## config.mk

```make
export PLATFORM = sky130hd
export DESIGN_NAME = efc_tck_ctl_flat
export DESIGN_NICKNAME = d
export VERILOG_FILES = /design/src/rtl/efc_tck_pkg.sv /design/src/rtl/efc_tck_ctl_if.sv /design/src/rtl/efc_tck_bitcnt.sv /design/src/rtl/efc_tck_ctl.sv /design/src/flat_wrapper.sv
export SDC_FILE = /design/constraint.sdc
export NUM_CORES = 1
export LEC_CHECK = 0
export CELL_PAD_IN_SITES_DETAIL_PLACEMENT = 0
export CELL_PAD_IN_SITES_GLOBAL_PLACEMENT = 1
export CORE_ASPECT_RATIO = 0.8
export CORE_MARGIN = 3
export CORE_UTILIZATION = 31
export CTS_BUF_LIST = sky130_fd_sc_hd__clkbuf_8
export DETAILED_ROUTE_END_ITERATION = 10
export GPL_TIMING_DRIVEN = 0
export HOLD_SLACK_MARGIN = 0.06
export PLACE_DENSITY_LB_ADDON = 0.1
export SYNTH_ARGS = -nofsm -noshare
export SYNTH_HDL_FRONTEND = slang
export SYNTH_SLANG_ARGS = --single-unit
export TNS_END_PERCENT = 20
```

## constraint.sdc

```tcl
create_clock -name tck -period 2.1 [get_ports tck]
set_clock_uncertainty 0.2 [all_clocks]
set_input_delay 0.315 -clock tck [delete_from_list [all_inputs] [get_ports tck]]
set_output_delay 0.315 -clock tck [all_outputs]
set_load 0.01 [all_outputs]
```

## src/rtl/efc_tck_pkg.sv

```systemverilog
// Shared encodings for the efuse JTAG TCK-domain sequencer: instructions,
// FSM states, status-word bit positions and default widths.
package efc_tck_pkg;

  localparam int DW_DEF   = 32;
  localparam int CNTW_DEF = 6;

  localparam logic [1:0] INSTR_NONE   = 2'b00;
  localparam logic [1:0] INSTR_READ   = 2'b01;
  localparam logic [1:0] INSTR_PROG   = 2'b10;
  localparam logic [1:0] INSTR_STATUS = 2'b11;

  typedef enum logic [1:0] {
    IDLE       = 2'b00,
    SHIFT      = 2'b01,
    PEND       = 2'b10,
    PEND_SHIFT = 2'b11
  } efc_state_e;

  localparam int ST_BIT_PEND = 31;
  localparam int ST_BIT_LEN  = 30;
  localparam int ST_BIT_OVR  = 29;
  localparam int ST_BIT_TMO  = 28;

  // READ and PROG are the only instructions that turn a scan into a command.
  function automatic logic is_cmd_instr(input logic [1:0] instr);
    return (instr == INSTR_READ) || (instr == INSTR_PROG);
  endfunction

endpackage

```

## src/rtl/efc_tck_ctl_if.sv

```systemverilog
// Command handshake between the TCK sequencer (master) and the efuse engine
// (slave).
interface efc_tck_ctl_if
  import efc_tck_pkg::*;
#(
  parameter int DW = DW_DEF
) ();

  logic          cmd_vld;
  logic          cmd_op;
  logic [DW-1:0] cmd_data;
  logic          cmd_ack;
  logic          efc_busy;

  modport master (output cmd_vld, output cmd_op, output cmd_data, output efc_busy, input cmd_ack);
  modport slave  (input cmd_vld, input cmd_op, input cmd_data, input efc_busy, output cmd_ack);

endinterface

```

## src/rtl/efc_tck_bitcnt.sv

```systemverilog
// Saturating shift-bit counter with synchronous clear and count enable.
module efc_tck_bitcnt #(
  parameter int CNTW = 6
) (
  input  logic            clk,
  input  logic            rst,
  input  logic            clr,
  input  logic            en,
  output logic [CNTW-1:0] cnt
);

  localparam logic [CNTW-1:0] CNT_MAX = {CNTW{1'b1}};

  // Count strobes, holding at the top value so long scans still read as too long.
  always_ff @(posedge clk) begin
    if (rst) begin
      cnt <= {CNTW{1'b0}};
    end else if (clr) begin
      cnt <= {CNTW{1'b0}};
    end else if (en && (cnt != CNT_MAX)) begin
      cnt <= cnt + {{(CNTW-1){1'b0}}, 1'b1};
    end else begin
      cnt <= cnt;
    end
  end

endmodule

```

## src/rtl/efc_tck_ctl.sv

```systemverilog
// TCK-domain sequencer for the efuse JTAG data register: gates CTU strobes,
// muxes the status word and issues READ/PROG commands. Optional command
// timeout is enabled by defining EFC_TCK_CTL_TMO_EN.
module efc_tck_ctl
  import efc_tck_pkg::*;
#(
  parameter int DW      = DW_DEF,
  parameter int CNTW    = CNTW_DEF,
  parameter int TMO_CYC = 1024
) (
  input  logic              tck,
  input  logic              tck_rst,
  input  logic [1:0]        ctu_efc_instr,
  input  logic              ctu_efc_capturedr,
  input  logic              ctu_efc_shiftdr,
  input  logic              ctu_efc_updatedr,
  input  logic [DW-1:0]     tck_shft_data_ff,
  output logic              efc_capturedr,
  output logic              efc_shiftdr,
  output logic [DW-1:0]     efc_cap_data,
  efc_tck_ctl_if.master     cmd_if
);

  localparam logic [CNTW-1:0] FULL_CNT = CNTW'(DW);

  efc_state_e      state_r;
  logic            cmd_vld_r;
  logic            cmd_op_r;
  logic [DW-1:0]   cmd_data_r;
  logic            len_err_r;
  logic            ovr_err_r;
  logic            tmo_err_r;
  logic [CNTW-1:0] last_cnt_r;

  logic            cap_s;
  logic            shift_s;
  logic            upd_s;
  logic            cmd_instr_s;
  logic            full_s;
  logic            pend_s;
  logic            ack_vld_s;
  logic            tmo_hit_s;
  logic            retire_s;
  logic            rd_clr_s;
  logic            cnt_clr_s;
  logic            cnt_en_s;
  logic [CNTW-1:0] cnt_s;
  logic [DW-1:0]   status_s;

  assign cap_s       = ctu_efc_capturedr & (ctu_efc_instr != INSTR_NONE);
  assign shift_s     = ctu_efc_shiftdr & (ctu_efc_instr != INSTR_NONE);
  assign upd_s       = ctu_efc_updatedr;
  assign cmd_instr_s = is_cmd_instr(ctu_efc_instr);
  assign full_s      = (cnt_s == FULL_CNT);
  assign pend_s      = (state_r == PEND) || (state_r == PEND_SHIFT);
  assign ack_vld_s   = cmd_if.cmd_ack & cmd_vld_r;
  assign retire_s    = ack_vld_s | tmo_hit_s;
  assign rd_clr_s    = cap_s & (ctu_efc_instr == INSTR_STATUS);
  // A capture coinciding with update is dropped, so it must not restart the count.
  assign cnt_clr_s   = cap_s & ~upd_s;
  assign cnt_en_s    = shift_s & ((state_r == SHIFT) || (state_r == PEND_SHIFT));

  assign efc_capturedr   = cap_s;
  assign efc_shiftdr     = shift_s;
  assign cmd_if.cmd_vld  = cmd_vld_r;
  assign cmd_if.cmd_op   = cmd_op_r;
  assign cmd_if.cmd_data = cmd_data_r;
  assign cmd_if.efc_busy = cmd_vld_r;

  efc_tck_bitcnt #(.CNTW(CNTW)) u_bitcnt (
    .clk (tck),
    .rst (tck_rst),
    .clr (cnt_clr_s),
    .en  (cnt_en_s),
    .cnt (cnt_s)
  );

`ifdef EFC_TCK_CTL_TMO_EN
  localparam int TW = (TMO_CYC > 2) ? $clog2(TMO_CYC) : 1;
  logic [TW-1:0] tmo_cnt_r;

  assign tmo_hit_s = pend_s & ~ack_vld_s & (tmo_cnt_r == TW'(TMO_CYC - 1));

  // Cycles spent waiting for the engine since the command was posted.
  always_ff @(posedge tck) begin
    if (tck_rst) begin
      tmo_cnt_r <= {TW{1'b0}};
    end else if (!pend_s || ack_vld_s || tmo_hit_s) begin
      tmo_cnt_r <= {TW{1'b0}};
    end else begin
      tmo_cnt_r <= tmo_cnt_r + {{(TW-1){1'b0}}, 1'b1};
    end
  end
`else
  assign tmo_hit_s = 1'b0;
`endif

  // Status word seen by a STATUS capture; other instructions load fuse data elsewhere.
  always_comb begin
    status_s              = {DW{1'b0}};
    status_s[ST_BIT_PEND] = pend_s;
    status_s[ST_BIT_LEN]  = len_err_r;
    status_s[ST_BIT_OVR]  = ovr_err_r;
    status_s[ST_BIT_TMO]  = tmo_err_r;
    status_s[CNTW-1:0]    = last_cnt_r;
    if (ctu_efc_instr == INSTR_STATUS) begin
      efc_cap_data = status_s;
    end else begin
      efc_cap_data = {DW{1'b0}};
    end
  end

  // Sequencer FSM; error clears come first so a same-cycle error set overrides them.
  always_ff @(posedge tck) begin
    if (tck_rst) begin
      state_r    <= IDLE;
      cmd_vld_r  <= 1'b0;
      cmd_op_r   <= 1'b0;
      cmd_data_r <= {DW{1'b0}};
      len_err_r  <= 1'b0;
      ovr_err_r  <= 1'b0;
      tmo_err_r  <= 1'b0;
      last_cnt_r <= {CNTW{1'b0}};
    end else begin
      if (rd_clr_s) begin
        len_err_r <= 1'b0;
        ovr_err_r <= 1'b0;
        tmo_err_r <= 1'b0;
      end
      if (tmo_hit_s) begin
        tmo_err_r <= 1'b1;
      end
      case (state_r)
        IDLE: begin
          state_r <= (cap_s && !upd_s) ? SHIFT : IDLE;
        end
        SHIFT: begin
          if (upd_s) begin
            last_cnt_r <= cnt_s;
            if (cmd_instr_s && full_s) begin
              cmd_data_r <= tck_shft_data_ff;
              cmd_op_r   <= ctu_efc_instr[1];
              cmd_vld_r  <= 1'b1;
              state_r    <= PEND;
            end else begin
              len_err_r <= len_err_r | cmd_instr_s;
              state_r   <= IDLE;
            end
          end else begin
            state_r <= SHIFT;
          end
        end
        PEND: begin
          if (retire_s) begin
            cmd_vld_r <= 1'b0;
            state_r   <= (cap_s && !upd_s) ? SHIFT : IDLE;
          end else begin
            state_r <= (cap_s && !upd_s) ? PEND_SHIFT : PEND;
          end
        end
        PEND_SHIFT: begin
          if (retire_s) begin
            // The retiring command frees the slot, so the scan is judged as a fresh one.
            cmd_vld_r <= 1'b0;
            if (upd_s) begin
              last_cnt_r <= cnt_s;
              if (cmd_instr_s && full_s) begin
                cmd_data_r <= tck_shft_data_ff;
                cmd_op_r   <= ctu_efc_instr[1];
                cmd_vld_r  <= 1'b1;
                state_r    <= PEND;
              end else begin
                len_err_r <= len_err_r | cmd_instr_s;
                state_r   <= IDLE;
              end
            end else begin
              state_r <= SHIFT;
            end
          end else if (upd_s) begin
            last_cnt_r <= cnt_s;
            ovr_err_r  <= ovr_err_r | (cmd_instr_s & full_s);
            state_r    <= PEND;
          end else begin
            state_r <= PEND_SHIFT;
          end
        end
        default: begin
          cmd_vld_r <= 1'b0;
          state_r   <= IDLE;
        end
      endcase
    end
  end

endmodule

```

## src/flat_wrapper.sv

```systemverilog
// flat-port wrapper written by rule: the top's interface ports become plain ports
module efc_tck_ctl_flat import efc_tck_pkg::*;
#(
  parameter int DW      = DW_DEF,
  parameter int CNTW    = CNTW_DEF,
  parameter int TMO_CYC = 1024
)
  (tck, tck_rst, ctu_efc_instr, ctu_efc_capturedr, ctu_efc_shiftdr, ctu_efc_updatedr, tck_shft_data_ff, efc_capturedr, efc_shiftdr, efc_cap_data, cmd_if_cmd_vld, cmd_if_cmd_op, cmd_if_cmd_data, cmd_if_efc_busy, cmd_if_cmd_ack);
  efc_tck_ctl_if #(.DW(DW)) cmd_if_i ();
  input  logic tck;
  input  logic tck_rst;
  input  logic [1:0] ctu_efc_instr;
  input  logic ctu_efc_capturedr;
  input  logic ctu_efc_shiftdr;
  input  logic ctu_efc_updatedr;
  input  logic [DW-1:0] tck_shft_data_ff;
  output logic efc_capturedr;
  output logic efc_shiftdr;
  output logic [DW-1:0] efc_cap_data;
  output wire logic [$bits(cmd_if_i.cmd_vld)-1:0] cmd_if_cmd_vld;
  output wire logic [$bits(cmd_if_i.cmd_op)-1:0] cmd_if_cmd_op;
  output wire logic [$bits(cmd_if_i.cmd_data)-1:0] cmd_if_cmd_data;
  output wire logic [$bits(cmd_if_i.efc_busy)-1:0] cmd_if_efc_busy;
  input wire logic [$bits(cmd_if_i.cmd_ack)-1:0] cmd_if_cmd_ack;
  assign cmd_if_cmd_vld = cmd_if_i.cmd_vld;
  assign cmd_if_cmd_op = cmd_if_i.cmd_op;
  assign cmd_if_cmd_data = cmd_if_i.cmd_data;
  assign cmd_if_efc_busy = cmd_if_i.efc_busy;
  assign cmd_if_i.cmd_ack = cmd_if_cmd_ack;
  efc_tck_ctl #(.DW(DW), .CNTW(CNTW), .TMO_CYC(TMO_CYC)) u_core (.tck(tck), .tck_rst(tck_rst), .ctu_efc_instr(ctu_efc_instr), .ctu_efc_capturedr(ctu_efc_capturedr), .ctu_efc_shiftdr(ctu_efc_shiftdr), .ctu_efc_updatedr(ctu_efc_updatedr), .tck_shft_data_ff(tck_shft_data_ff), .efc_capturedr(efc_capturedr), .efc_shiftdr(efc_shiftdr), .efc_cap_data(efc_cap_data), .cmd_if(cmd_if_i));
endmodule
```

==> flow_summary.yaml <==
status:
  outcome: "finished clean"
placed_design:
  port_buffers: 85
  gp_congestion: 0.740
  dpl.hpwl_mm: 4.64
  dp_worst_setup_slack_ns: -0.479
  placedInstanceArea_sq_um: 3490
  place_inst: 493
yosys:
  netlist_area_sq_um: 2430
  yosysSeqAreaShare: 0.412
  netlist_instances: 281
  synth_edf_count: 0
  yosys_most_used_dff: "dfxtp_1"
  ys_seq_elements: 50
  yosysWarnings: 0
  async_flop_share: 0
  ys_types: 34
  avgSynthCellArea_sq_um: 8.65
route:
  route.detailed.drc: 0
  ant_nets: 0
  wl_per_cell_microns: 12.2
  dr.pass1.iters: 4
  drtIter0Drc: 50
  num_vias: 2157
  vias_per_cell: 4.23
  wirelength_mm: 6.23
clock_tree:
  clock_sinks: 50
  numCtsBuffers: 5
  root_buffer: "clkbuf_8"
  clk_latency_ns: 0.30
  cts_tree: "yes"
  htreeDepth: 2
  clk_pin_slew_ns: 0.09
  max-clock-path-buffers: 2
floorplanning:
  rows: 28
  design.die.area_sq_um: 8940
  core_area_sq_um: 7500
  start_util: 0.324
  die_h_microns: 85.2
  io_pins: 109
  dieWidth_microns: 105
sta:
  hold_slack_ns: 0.255
  slew_headroom: 0.655
  fin_crit_sh: 0.948
  period_needed_ns: 1.99
  tns_ns: 0
  worst_slack_ns: 0.110
  grt_setup_unrepaired: "no"
  hold_violations: 0
  drv_slew: 0
  fmax_mhz: 502
  worst_pin_slew_ns: 0.516
  setup_viol: 0
hold_path:
  hp-start: "u_core.last_cnt_r[5]"
  hold_end: "u_core.last_cnt_r[5]"
  min_path_cells: 2
  hold_class: "register to register"
layout:
  stdcell_count: 510
  drive_above_1_share: 0.143
  mostFrequentLayoutCells: "nand2_1, clkdlybuf4s50_1, dfxtp_1"
  final_common_cell: "nand2_1"
  diodes: 0
  syn_to_final_growth_pct: 53.2
  final_core_util: 0.497
  final_area_sq_um: 3720
  nets: 448
power_and_ir_drop:
  p_seq_frac: 0.514
  power.switching_uw: 429
  switching_share: 0.231
  p_total_mw: 1.85
  powerDensity_nw_per_um2: 497
  power_frac_comb: 0.119
  internal_power_mw: 1.42
  peakVddDrop_mv: 0.256
  total_leakage_power_nw: 1.42
  clockPowerShare: 0.367
global_routing:
  antenna_found_initial: 0
  grt_pass1_vias: 2078
  grt_pass1_wl_mm: 9.95
  grt_overflow: 0
  grt_usage: 0.136
  grt_max_degree: 16
critical_path:
  worst_setup_path_end_kind: "primary output"
  crit_type: "input port to primary output"
  arrival_ns: 1.48
  r2r_cells: 6
  start_kind: "input port"
  r2r_end: "u_core.cmd_if.cmd_data[12]"
  worstPathMaxFanout: 6
  setup.worst_path.start: "ctu_efc_instr[1]"
  cp.required_ns: 1.58
  r2r_start: "u_core.u_bitcnt.cnt[2]"
  regToRegSetupSlack_ns: 0.11
job:
  cap_violations: 0
## power groups by stage
| stage | registers (mW) | clock network [mW] | logic, mW |
|---|---|---|---|
| after global routing | 0.952 | 0.737 | 0.244 |
| after CTS | 0.952 | 0.704 | 0.214 |
| after detailed placement | 0.974 | 0 | 0.210 |
| final | 0.952 | 0.680 | 0.220 |
| after floorplan | 0.973 | 0 | 0.110 |
| after global placement | 0.974 | 0 | 0.210 |
## cell type report
class | instances | area [sq um]
Fill cell | 776 | 3770
Multi-Input combinational cell | 208 | 1240
Sequential cell | 50 | 1000
Timing Repair Buffer | 94 | 936
Buffer | 39 | 284
Tap cell | 105 | 131
Clock buffer | 5 | 68.8
Clock inverter | 3 | 40.0
Inverter | 6 | 22.5
## state kept, by name, summed over array words and instances (netlist names)
name and flops:
u_core.cmd_if.cmd_vld 1, u_core.ovr_err_r 1, u_core.cmd_if.cmd_data 32, u_core.last_cnt_r 6
u_core.cmd_if.cmd_op 1, u_core.u_bitcnt.cnt 6, u_core.state_r 2, u_core.len_err_r 1
## repair_timing
| action | in CTS | in global routing |
|---|---|---|
| resized for setup | 4 | 17 |
| pin swaps | 0 | 2 |
| hold buffers | 0 | 0 |
| buffers inserted | 1 | 7 |
| setup endpoints to repair | 41 | 43 |
| gates cloned | 0 | 1 |
## worst max path at each step
stage,to,slack [ns]
final,efc_cap_data[5],0.11
after global routing,efc_cap_data[2],0.02
after CTS,efc_cap_data[30],-0.22
after detailed placement,u_core.cmd_if.cmd_data[5],-0.48
after global placement,u_core.cmd_if.cmd_data[11],-0.47
after floorplan,u_core.cmd_if.cmd_data[10],0.14
## logic make-up (layout without fill, tap and decap cells)
group | after synthesis | after routing | share of synthesized area
buf+inv | 45 | 147 | 0.124
simple gates | 126 | 126 | 0.244
flops | 50 | 50 | 0.412
compound gates | 19 | 19 | 0.0505
other cells | 1 | 23 | 0.00154
mux | 36 | 36 | 0.148
fa+ha+maj | 4 | 4 | 0.0206
## critical path, stage by stage
cell	delay [ns]
dlymetal6s2s_1	0.16
ha_4	0.19
buf_2	0.16
and2_1	0.13
clkdlybuf4s50_1	0.53
## synth_stat cells (2+ instances only)
master	n	area share
dfxtp_1	50	0.41
ha_1	4	0.021
nor3_1	3	0.0062
mux2i_1	36	0.15
nor2b_1	2	0.0051
nor4_1	2	0.0051
nand2_1	85	0.13
nor4b_1	2	0.0072
clkbuf_1	11	0.017
inv_1	6	0.0093
buf_8	3	0.019
and2_1	10	0.026
a21oi_1	11	0.023
or4_1	2	0.0062
nand4_1	2	0.0051
buf_4	24	0.074
nand3b_1	4	0.012
nand3_1	6	0.012
nor2_1	3	0.0046
## layer usage
layer	part of all wire	GRT usage	vias up
met5	0	0	-
met2	0.42	0.209	63
met4	0.0061	0.0286	0
li1	-	-	1128
met1	0.49	0.185	962
met3	0.076	0.0471	4
Note: power is estimated with default switching activity, not from simulation.
